$ cat config.mk
export PLATFORM = sky130hd
export DESIGN_NAME = cmd_sequencer_flat
export DESIGN_NICKNAME = d
export VERILOG_FILES = /design/src/rtl/cmd_seq_if.sv /design/src/rtl/cmd_sequencer.sv /design/src/flat_wrapper.sv
export SDC_FILE = /design/constraint.sdc
export NUM_CORES = 1
export LEC_CHECK = 0
export BUFFER_PORTS_ARGS = -buffer_cell sky130_fd_sc_hd__clkbuf_2
export CAP_MARGIN = 20
export CORE_MARGIN = 3
export CORE_UTILIZATION = 40
export CTS_CLUSTER_DIAMETER = 120
export DETAILED_ROUTE_END_ITERATION = 16
export GPL_TIMING_DRIVEN = 0
export PLACE_DENSITY_LB_ADDON = 0.12
export SLEW_MARGIN = 15
export SYNTH_ARGS = -nofsm -noshare
export SYNTH_HDL_FRONTEND = slang
export SYNTH_SLANG_ARGS = --single-unit
$ cat constraint.sdc
create_clock -name clk -period 6.2 [get_ports clk]
set_clock_uncertainty 0.2 [all_clocks]
set_input_delay 0.62 -clock clk [delete_from_list [all_inputs] [get_ports clk]]
set_output_delay 0.62 -clock clk [all_outputs]
set_load 0.1 [all_outputs]
$ cat src/rtl/cmd_seq_if.sv
// Command sequencer bus: host-side queue controls, sender handshake and status.
interface cmd_seq_if #(
  parameter int unsigned DEPTH = 8
);
  localparam int unsigned CW = $clog2(DEPTH) + 1;

  logic          wr_cmd;
  logic [15:0]   wr_data;
  logic          start;
  logic          abort;
  logic [15:0]   cmd;
  logic          snd_cmd;
  logic          cmd_snt;
  logic          resp_rdy;
  logic [7:0]    resp;
  logic          busy;
  logic          done;
  logic          err;
  logic          full;
  logic          empty;
  logic [CW-1:0] cnt;

  // Environment side: host, UART sender and response path
  modport master (
    output wr_cmd, wr_data, start, abort, cmd_snt, resp_rdy, resp,
    input  cmd, snd_cmd, busy, done, err, full, empty, cnt
  );

  // Sequencer side
  modport slave (
    input  wr_cmd, wr_data, start, abort, cmd_snt, resp_rdy, resp,
    output cmd, snd_cmd, busy, done, err, full, empty, cnt
  );
endinterface

$ cat src/rtl/cmd_sequencer.sv
// Queues 16-bit robot commands and issues them one at a time, waiting for
// the sender to finish and for a positive acknowledge before popping.
module cmd_sequencer #(
  parameter int unsigned DEPTH    = 8,
  parameter logic [23:0] TMO_CLKS = 24'd8_000_000,
  parameter logic [7:0]  POS_ACK  = 8'hA5
) (
  input  logic       clk,
  input  logic       rst_n,
  cmd_seq_if.slave   bus
);
  localparam int unsigned AW = $clog2(DEPTH);
  localparam int unsigned CW = AW + 1;

  typedef enum logic [2:0] {
    IDLE      = 3'd0,
    SEND      = 3'd1,
    WAIT_SNT  = 3'd2,
    WAIT_RESP = 3'd3,
    ERR       = 3'd4
  } state_t;

  state_t        state;
  logic [15:0]   mem [DEPTH];
  logic [AW-1:0] wr_ptr;
  logic [AW-1:0] rd_ptr;
  logic [23:0]   tmo;
  logic          push_c;
  logic          pop_c;
  logic [CW-1:0] cnt_nxt;

  // Push/pop qualification and next occupancy; abort discards everything
  always_comb begin
    push_c  = 1'b0;
    pop_c   = 1'b0;
    cnt_nxt = bus.cnt;
    if (bus.abort) begin
      cnt_nxt = '0;
    end else begin
      push_c  = bus.wr_cmd && !bus.full;
      pop_c   = (state == WAIT_RESP) && bus.resp_rdy && (bus.resp == POS_ACK);
      cnt_nxt = bus.cnt + CW'(push_c) - CW'(pop_c);
    end
  end

  // Circular pointers and registered occupancy flags
  always_ff @(posedge clk or negedge rst_n) begin
    if (!rst_n) begin
      wr_ptr    <= '0;
      rd_ptr    <= '0;
      bus.cnt   <= '0;
      bus.full  <= 1'b0;
      bus.empty <= 1'b1;
    end else begin
      if (bus.abort) begin
        wr_ptr <= '0;
        rd_ptr <= '0;
      end else begin
        if (push_c) wr_ptr <= wr_ptr + AW'(1);
        if (pop_c)  rd_ptr <= rd_ptr + AW'(1);
      end
      bus.cnt   <= cnt_nxt;
      bus.full  <= (cnt_nxt == CW'(DEPTH));
      bus.empty <= (cnt_nxt == '0);
    end
  end

  // Command storage; contents are only meaningful between the pointers
  always_ff @(posedge clk) begin
    if (push_c) mem[wr_ptr] <= bus.wr_data;
  end

  // Sequencing FSM with registered outputs and response timeout
  always_ff @(posedge clk or negedge rst_n) begin
    if (!rst_n) begin
      state       <= IDLE;
      tmo         <= '0;
      bus.cmd     <= 16'h0000;
      bus.snd_cmd <= 1'b0;
      bus.busy    <= 1'b0;
      bus.done    <= 1'b0;
      bus.err     <= 1'b0;
    end else begin
      bus.snd_cmd <= 1'b0;
      bus.done    <= 1'b0;
      if (bus.abort) begin
        state    <= IDLE;
        bus.busy <= 1'b0;
        bus.err  <= 1'b0;
      end else begin
        case (state)
          IDLE: begin
            if (bus.start && !bus.empty) begin
              state    <= SEND;
              bus.busy <= 1'b1;
            end
          end
          SEND: begin
            bus.cmd     <= mem[rd_ptr];
            bus.snd_cmd <= 1'b1;
            state       <= WAIT_SNT;
          end
          WAIT_SNT: begin
            if (bus.cmd_snt) begin
              state <= WAIT_RESP;
              tmo   <= '0;
            end
          end
          WAIT_RESP: begin
            if (bus.resp_rdy) begin
              if (bus.resp == POS_ACK) begin
                if (cnt_nxt != '0) begin
                  state <= SEND;
                end else begin
                  state    <= IDLE;
                  bus.busy <= 1'b0;
                  bus.done <= 1'b1;
                end
              end else begin
                state    <= ERR;
                bus.busy <= 1'b0;
                bus.err  <= 1'b1;
              end
            end else if (tmo == TMO_CLKS - 24'd1) begin
              state    <= ERR;
              bus.busy <= 1'b0;
              bus.err  <= 1'b1;
            end else if (tmo != '1) begin
              tmo <= tmo + 24'd1;
            end
          end
          ERR: begin
            if (bus.start) begin
              state    <= SEND;
              bus.busy <= 1'b1;
              bus.err  <= 1'b0;
            end
          end
          default: begin
            state    <= IDLE;
            bus.busy <= 1'b0;
            bus.err  <= 1'b0;
          end
        endcase
      end
    end
  end
endmodule
$ cat src/flat_wrapper.sv
// flat-port wrapper written by rule: the top's interface ports become plain ports
module cmd_sequencer_flat 
#(
  parameter int unsigned DEPTH    = 8,
  parameter logic [23:0] TMO_CLKS = 24'd8_000_000,
  parameter logic [7:0]  POS_ACK  = 8'hA5
)
  (clk, rst_n, bus_wr_cmd, bus_wr_data, bus_start, bus_abort, bus_cmd_snt, bus_resp_rdy, bus_resp, bus_cmd, bus_snd_cmd, bus_busy, bus_done, bus_err, bus_full, bus_empty, bus_cnt);
  cmd_seq_if #(.DEPTH(DEPTH)) bus_i ();
  input  logic clk;
  input  logic rst_n;
  input wire logic [$bits(bus_i.wr_cmd)-1:0] bus_wr_cmd;
  input wire logic [$bits(bus_i.wr_data)-1:0] bus_wr_data;
  input wire logic [$bits(bus_i.start)-1:0] bus_start;
  input wire logic [$bits(bus_i.abort)-1:0] bus_abort;
  input wire logic [$bits(bus_i.cmd_snt)-1:0] bus_cmd_snt;
  input wire logic [$bits(bus_i.resp_rdy)-1:0] bus_resp_rdy;
  input wire logic [$bits(bus_i.resp)-1:0] bus_resp;
  output wire logic [$bits(bus_i.cmd)-1:0] bus_cmd;
  output wire logic [$bits(bus_i.snd_cmd)-1:0] bus_snd_cmd;
  output wire logic [$bits(bus_i.busy)-1:0] bus_busy;
  output wire logic [$bits(bus_i.done)-1:0] bus_done;
  output wire logic [$bits(bus_i.err)-1:0] bus_err;
  output wire logic [$bits(bus_i.full)-1:0] bus_full;
  output wire logic [$bits(bus_i.empty)-1:0] bus_empty;
  output wire logic [$bits(bus_i.cnt)-1:0] bus_cnt;
  assign bus_i.wr_cmd = bus_wr_cmd;
  assign bus_i.wr_data = bus_wr_data;
  assign bus_i.start = bus_start;
  assign bus_i.abort = bus_abort;
  assign bus_i.cmd_snt = bus_cmd_snt;
  assign bus_i.resp_rdy = bus_resp_rdy;
  assign bus_i.resp = bus_resp;
  assign bus_cmd = bus_i.cmd;
  assign bus_snd_cmd = bus_i.snd_cmd;
  assign bus_busy = bus_i.busy;
  assign bus_done = bus_i.done;
  assign bus_err = bus_i.err;
  assign bus_full = bus_i.full;
  assign bus_empty = bus_i.empty;
  assign bus_cnt = bus_i.cnt;
  cmd_sequencer #(.DEPTH(DEPTH), .TMO_CLKS(TMO_CLKS), .POS_ACK(POS_ACK)) u_core (.clk(clk), .rst_n(rst_n), .bus(bus_i));
endmodule
# Word level (Yosys, flattened, before mapping)
# Memory sizes are Yosys's and may differ from the RTL's. A register that Yosys moved wholly into a read port is not among the register bits.
# Cells that the tools add are included.
# W data, S select, Z words.
[word_totals] inputBits=31 ff_bits=43 mem_count=1 ram_bits=128
[mem_list] memory="u_core.mem" depth=8 width=16 rd=1 rd_clocked_by_memory_dff=1 wr=1 line_no="cmd_sequencer.sv:24" rtl="logic [15:0] mem [DEPTH];"
[op_classes] n_eq_ne=20 add_sub_neg=5 n_mux=44 n_reduce_logical=20 bitwise_logic=1
[ops] op="$mux W24" n=4
[ops] op="$pmux W24 S2" n=1
[ops] op="$mux W3" n=11
[ops] op="$add A24 B1 Y24 const B" n=1
[ops] op="$eq A24 B23 Y1 const B" n=1
[ops] op="$mux W1" n=24
[ops] op="$ne A24 B24 Y1 const B" n=1
[ops] op="$pmux W3 S5" n=1
[ops] op="$eq A8 B8 Y1 const B" n=1
[ops] op="$ne A2 B2 Y1 const B" n=4
[ops] op="$ne A4 B4 Y1 const B" n=2
[ops] op="$reduce_and A4 Y1" n=2
[ops] op="$add A3 B1 Y3 const B" n=2
[ops] op="$eq A3 B2 Y1 const B" n=2
[ops] op="$ne A3 B3 Y1 const B" n=2
[ops] op="$reduce_and A6 Y1" n=1
[ops] op="$reduce_bool A2 Y1" n=3
[ops] op="$ne A5 B5 Y1 const B" n=1
[ops] op="$reduce_and A5 Y1" n=1
[ops] op="$add A4 B1 Y4" n=1
[ops] op="$eq A4 B4 Y1 const B" n=1
[ops] op="$logic_and A1 B1 Y1" n=4
[ops] op="$logic_not A4 Y1" n=1
[ops] op="$mux W4" n=1
[ops] op="14 further kinds" n=17

# Longest topological paths before layout
[logic_depth] depth_word=11 ltp_mapped=13 depth_no_buf=12

# Worst setup path after synthesis
# No wires, ideal clock.
[synth_timing] path_type="in2reg" start="in bus_resp[1]" end="reg u_core.bus.busy" stages=12 arrival_ps=3253 path_slack_ps=2619 setup_time_ps=128 n_path_buf=0 required_ps=5872 path_cell_list="or3b_2 -> nor3_1 -> and2_1 -> ha_1 -> inv_1 -> ha_1 -> fa_1 -> o21bai_1 -> o21ai_0 -> a211oi_1 -> o211ai_1 -> mux2_1"
[synth_between] elab_chain_cells=7 elab_cells_between_ends=11 classes_between="add/sub (1); eq/ne (2); mux (5); reduce/logical (3)"
[synth_rtl] element="from (decl)" line_no="flat_wrapper.sv:18" rtl="input wire logic [$bits(bus_i.resp)-1:0] bus_resp;"
[synth_rtl] element="$eq A8 B8 Y1 (*)" line_no="cmd_sequencer.sv:41, cmd_sequencer.sv:111"
[synth_rtl] element="$logic_and A1 B1 Y1" line_no="cmd_sequencer.sv:41" rtl="pop_c = (state == WAIT_RESP) && bus.resp_rdy && (bus.resp == POS_ACK);"
[synth_rtl] element="$sub A4 B1 Y4" line_no="cmd_sequencer.sv:42" rtl="cnt_nxt = bus.cnt + CW'(push_c) - CW'(pop_c);"
[synth_rtl] element="$mux W4" line_no="cmd_sequencer.sv:37" rtl="if (bus.abort) begin"
[synth_rtl] element="$reduce_bool A4 Y1" line_no="cmd_sequencer.sv:112" rtl="if (cnt_nxt != '0) begin"
[synth_rtl] element="$ne A5 B5 Y1 (no line)"
[synth_rtl] element="$reduce_and A5 Y1 (no line)"
[synth_rtl] element="to (signal assigned)" line_no="cmd_sequencer.sv:116" rtl="bus.busy <= 1'b0;"
[synth_rtl] element="to (signal assigned)" line_no="cmd_sequencer.sv:121" rtl="bus.busy <= 1'b0;"
[synth_rtl] element="to (signal assigned)" line_no="cmd_sequencer.sv:126" rtl="bus.busy <= 1'b0;"
[synth_rtl] element="to (decl)" line_no="cmd_seq_if.sv:32" rtl="output cmd, snd_cmd, busy, done, err, full, empty, cnt"
# Every way passes the cells marked *; elsewhere a longest branch is shown, timed or not.
# A chain may end at the register's enable or synchronous reset.

# Final worst setup path
[layout_timing] start="reg u_core.state[0]" end="reg u_core.bus.busy"
[layout_between] elab_chain_cells=8 elab_cells_between_ends=19 classes_between="add/sub (1); eq/ne (9); mux (3); reduce/logical (6)"
[layout_rtl] element="from (decl)" line_no="cmd_sequencer.sv:23" rtl="state_t state;"
[layout_rtl] element="from (signal assigned)" line_no="cmd_sequencer.sv:76" rtl="state <= IDLE;"
[layout_rtl] element="from (signal assigned)" line_no="cmd_sequencer.sv:87" rtl="state <= IDLE;"
[layout_rtl] element="from (signal assigned)" line_no="cmd_sequencer.sv:94" rtl="state <= SEND;"
[layout_rtl] element="$eq A3 B2 Y1" line_no="cmd_sequencer.sv:41, cmd_sequencer.sv:91"
[layout_rtl] element="$logic_and A1 B1 Y1 (2 in a row)" line_no="cmd_sequencer.sv:41"
[layout_rtl] element="$sub A4 B1 Y4" line_no="cmd_sequencer.sv:42"
[layout_rtl] element="$mux W4" line_no="cmd_sequencer.sv:37"
[layout_rtl] element="$reduce_bool A4 Y1" line_no="cmd_sequencer.sv:112"
[layout_rtl] element="$ne A5 B5 Y1 (no line)"
[layout_rtl] element="$reduce_and A5 Y1 (no line)"
# Parallel ways exist; a longest one is shown, timed or not.

==> results.md <==
Run status:
- The flow ran to the end, and the final reports show no timing, DRC or antenna violations.

Detailed routing:
- The average wire per cell in the routed design is 20.1 um.
- The total DRC errors in the routed layout is 0.
- The total number of vias is 4997.
- The detailed router's first-iteration violation count is 391.
- The routed design has 18.2 mm of wire.
- The residual antenna-violating net count after detailed routing is 0.
- The via count normalized by instance count is 5.52.
- The detailed-routing iteration count for the pre-antenna-repair pass is 5.

Global route:
- The total global routing track utilization is 0.175.
- For this run, global-route usage on met2 was measured as 0.288.
- The global-route wire length before repair is 28.9 mm.
- The largest net degree at the start of global routing is 39.
- The initial antenna violation count came to 0.
- For met1 alone, demand over resource in global routing was 0.244.
- The global routing usage on met3 is 0.0364.
- Summed over all layers, the global routing overflow is 0.
- The layer flagged by global routing as most heavily used is met2.
- The via count of the first global-routing pass is 5023.

Final layout:
- The final design area excluding fillers is 0.00938 mm2.
- The area taken by flip-flops and latches is 0.00532 mm2.
- The final net count is 666.
- The share of the core filled with cells is 0.481.
- The total area of multi-input combinational cells is 0.00253 mm2.
- The number of inserted filler cells in the final layout is 1743.
- Once layout is complete, the cells apart from fillers number 905.
- In the final layout, the share of cells above drive strength 1 is 0.248.
- Relative to the synthesized area, the layout overhead comes to 17.4%.
- The number of antenna diodes in the final layout is 0.

Critical path:
- Of all nets on the critical path, the largest fanout is 10.
- The worst register-to-register path begins at u_core.state[0].
- Measured in cells, the most critical reg-to-reg path has a length of 13.
- The setup check on the worst reg-to-reg path leaves a slack of 2.43 ns.
- The capturing element of the worst setup path is u_core.bus.busy.
- The cell seen most often among critical-path stages is sky130_fd_sc_hd__ha_1.
- The worst setup path startpoint is u_core.state[0].
- The type of the worst setup path is reg -> reg.
- The critical path goes through clkbuf_1 > nand2_1 > nor2_1 > and2_1 > ha_1 > inv_1 > ha_1 > fa_1 > o21bai_1 > o21ai_0 > a211oi_1 > o211ai_1 > mux2_1.
- STA classifies the critical path endpoint as a register.
- The endpoint of the most critical register-to-register path is u_core.bus.busy.
- The buffering stage count on the worst path with inverters included is 2.
- Grouping stages by cell kind, the critical path spends the most delay in compound AO/OA/AOI/OAI gates.
- The slowest stage of the critical path belongs to the cell sky130_fd_sc_hd__fa_1.
- The signal arrival time at the worst endpoint is 3.88 ns.
- The largest incremental delay on the critical path is 0.43 ns.
- In this run the number of cells on the critical path is 13.
- The required time of the critical path is 6.31 ns.
- The kind of start point of the critical path is a register.

Synth:
- The share of synthesized area in the top cell type comes to 0.481.
- The proportion of synthesized flip-flops having asynchronous set or reset is 0.316.
- After synthesis, the cell types taking the most area are sky130_fd_sc_hd__edfxtp_1 (48%), sky130_fd_sc_hd__dfrtp_1 (18%), sky130_fd_sc_hd__mux4_2 (9.0%).
- The post-synthesis cell area is 0.00799 mm2.
- The commonest cells after synthesis are sky130_fd_sc_hd__edfxtp_1 (128), sky130_fd_sc_hd__dfrtp_1 (58), sky130_fd_sc_hd__nor2_1 (41), sky130_fd_sc_hd__a21oi_1 (36), sky130_fd_sc_hd__mux4_2 (32).
- Yosys instantiated no cell more often than sky130_fd_sc_hd__edfxtp_1.
- For this run, the register share of the synthesized area comes to 0.666.
- The Yosys warning count is 0.
- The synthesized netlist net count is 578.
- The largest total area in the synthesized netlist belongs to sky130_fd_sc_hd__edfxtp_1.
- Yosys mapped a number of flops with a built-in enable equal to 128.
- Synthesis produced 539 cells.
- The dominant synthesized flop cell is sky130_fd_sc_hd__edfxtp_1.
- Counting distinct cell types in the post-synthesis netlist gives 59.
- The count of state elements after synthesis is 187.
- The post-synthesis area per instance is 14.8 um2.

Timing:
- Once routing completed, OpenROAD measured the worst setup slack at 2.43 ns.
- At the pin with the least slew margin, the transition time is 1.03 ns.
- Adding up every negative setup slack in the final design gives 0 ns.
- The number of setup violations in the final report is 0.
- Setup repair after global routing left no endpoint under its margin.
- The minimum clock period is 3.77 ns.
- Headroom to the max-slew limit came out at 0.313.
- Timing would allow up to 265 MHz.
- The max-slew violation count is 0.
- The count of final hold-check violations was 0.
- The period utilization is 0.609.

CTS:
- The post-CTS repair timing setup buffer count is 0.
- For the worst-skew pair, the clock arrives at the later sink with an insertion delay of 0.42 ns.
- The CTS tree is built.
- After clock tree synthesis, the clock-pin slew on the worst setup and hold paths is 0.08 ns.
- The post-cts resize count is 0.
- The clock buffer count from CTS is 17.
- The clock root buffer master is sky130_fd_sc_hd__clkbuf_16.
- The number of sinks handled by clock tree synthesis is 187.
- In this run the number of H-tree levels came out at 4.
- The worst-case clock buffer depth is 2.

Placement:
- The final RePlAce weighted congestion is 0.841.
- The setup slack at placement is 2.04 ns.
- Summed over all nets, the half-perimeter wirelength after detailed placement is 12.4 mm.
- The number of I/O port buffers is 56.
- The placed cell count is 871.
- The post-detailed-placement cell area is 0.00878 mm2.

Power:
- The maximum resistive drop on vdd is 260 uV.
- The leakage power is 3.32 nW.
- Power spread over the standard cell area amounts to 370 mW/mm2.

Floorplan:
- In this run the standard cell core region covers 0.0195 mm2.
- Measured along the y axis, the die boundary spans 147 um.
- For this configuration, the core starts out at a cell density of 0.409.
- The die outline area is 0.0217 mm2.
- The number of top-level design ports is 57.
- After floorplanning, the core was divided into 51 placement rows.
- The die is 147 um wide.

Run:
- The reported max-cap violation count is 0.

Min path:
- The classification of the worst-slack hold path is in -> reg.
## stage by stage
step	hold WS (ns)	power, mW
floorplan	0.124	2.24
global route	0.264	3.62
finish	0.271	3.48
detailed placement	0.320	2.44
CTS	0.253	3.50
global placement	0.279	2.42
## state kept, by name, indices dropped and copies added, names as in the netlist, 3 cells and up
register	flops
u_core.bus.cnt	4
u_core.wr_ptr	3
u_core.bus.cmd	16
u_core.rd_ptr	3
u_core.tmo	24
u_core.state	3
u_core.mem	128
## where the power goes
group	switching (mW)	internal [mW]	leakage, nW
Combinational	0.742	0.171	1.12
Sequential	0.0574	1.44	1.92
Clock	0.523	0.541	0.280
Total	1.32	2.15	3.32
## worst min-delay path by stage
stage | start | end | slack (ns) | cells past startpoint
6_report | bus_wr_data[3] | u_core.mem[2][3] | 0.27 | 1
5_1_grt | bus_wr_data[8] | u_core.mem[2][8] | 0.26 | 1
4_1_cts | bus_wr_data[7] | u_core.mem[6][7] | 0.25 | 1
3_5_place_dp | u_core.bus.cmd[8] | u_core.bus.cmd[8] | 0.32 | 2
3_3_place_gp | u_core.bus.busy | u_core.bus.busy | 0.28 | 1
2_1_floorplan | rst_n | u_core.bus.busy | 0.12 | 0
## what timing repair did
action,in CTS,in global routing
endpoints found under the setup margin,0,0
hold buffers,1,0
endpoints found under the hold margin,21,0
## cells in the final DEF (no fill, tap or decap), types with 13 or more instances in the layout
master,instances
sky130_fd_sc_hd__nand2_1,30
sky130_fd_sc_hd__or4_1,13
sky130_fd_sc_hd__dfrtp_1,58
sky130_fd_sc_hd__mux2i_1,22
sky130_fd_sc_hd__clkbuf_16,17
sky130_fd_sc_hd__nand3_1,17
sky130_fd_sc_hd__nor2_1,35
sky130_fd_sc_hd__a21oi_1,36
sky130_fd_sc_hd__clkbuf_1,18
sky130_fd_sc_hd__clkbuf_2,56
sky130_fd_sc_hd__edfxtp_1,128
sky130_fd_sc_hd__mux4_2,32
## worst register-to-register path, delay by kind of cell, from the launching register on
| family | cells | cell delay [ns] |
|---|---|---|
| buffers and inverters | 2 | 0.39 |
| adders and majority gates | 3 | 0.83 |
| AOI/OAI and AO/OA | 4 | 0.88 |
| and+or+nand+nor | 3 | 0.63 |
| muxes | 1 | 0.34 |
| DFF | 1 | 0.38 |
## final cells by class
cell class                      instances  share of cell area
Buffer                                 31              0.0152
Clock buffer                           18              0.0457
Clock inverter                         14              0.0167
Inverter                                7             0.00280
Multi-Input combinational cell        314               0.269
Sequential cell                       187               0.567
Tap cell                              265              0.0353
Timing Repair Buffer                   69              0.0479
## cell families (layout without fill, tap and decap cells)
family,count (synthesis),count (layout),synth area share
flip-flops,187,187,0.666
AND/OR/NAND/NOR,174,174,0.119
AO/OA/AOI/OAI,70,70,0.0537
multiplexers,55,55,0.119
buffers and inverters,38,139,0.0211
adder cells (fa/ha/maj),8,8,0.0135
XOR/XNOR,7,7,0.00767
## routing by layer
metal	vias up	wire length, um
li1	2273	-
met5	-	0
met4	0	163
met3	17	902
met1	2561	8050
met2	146	9040
Power figures use the tool's default switching activity.
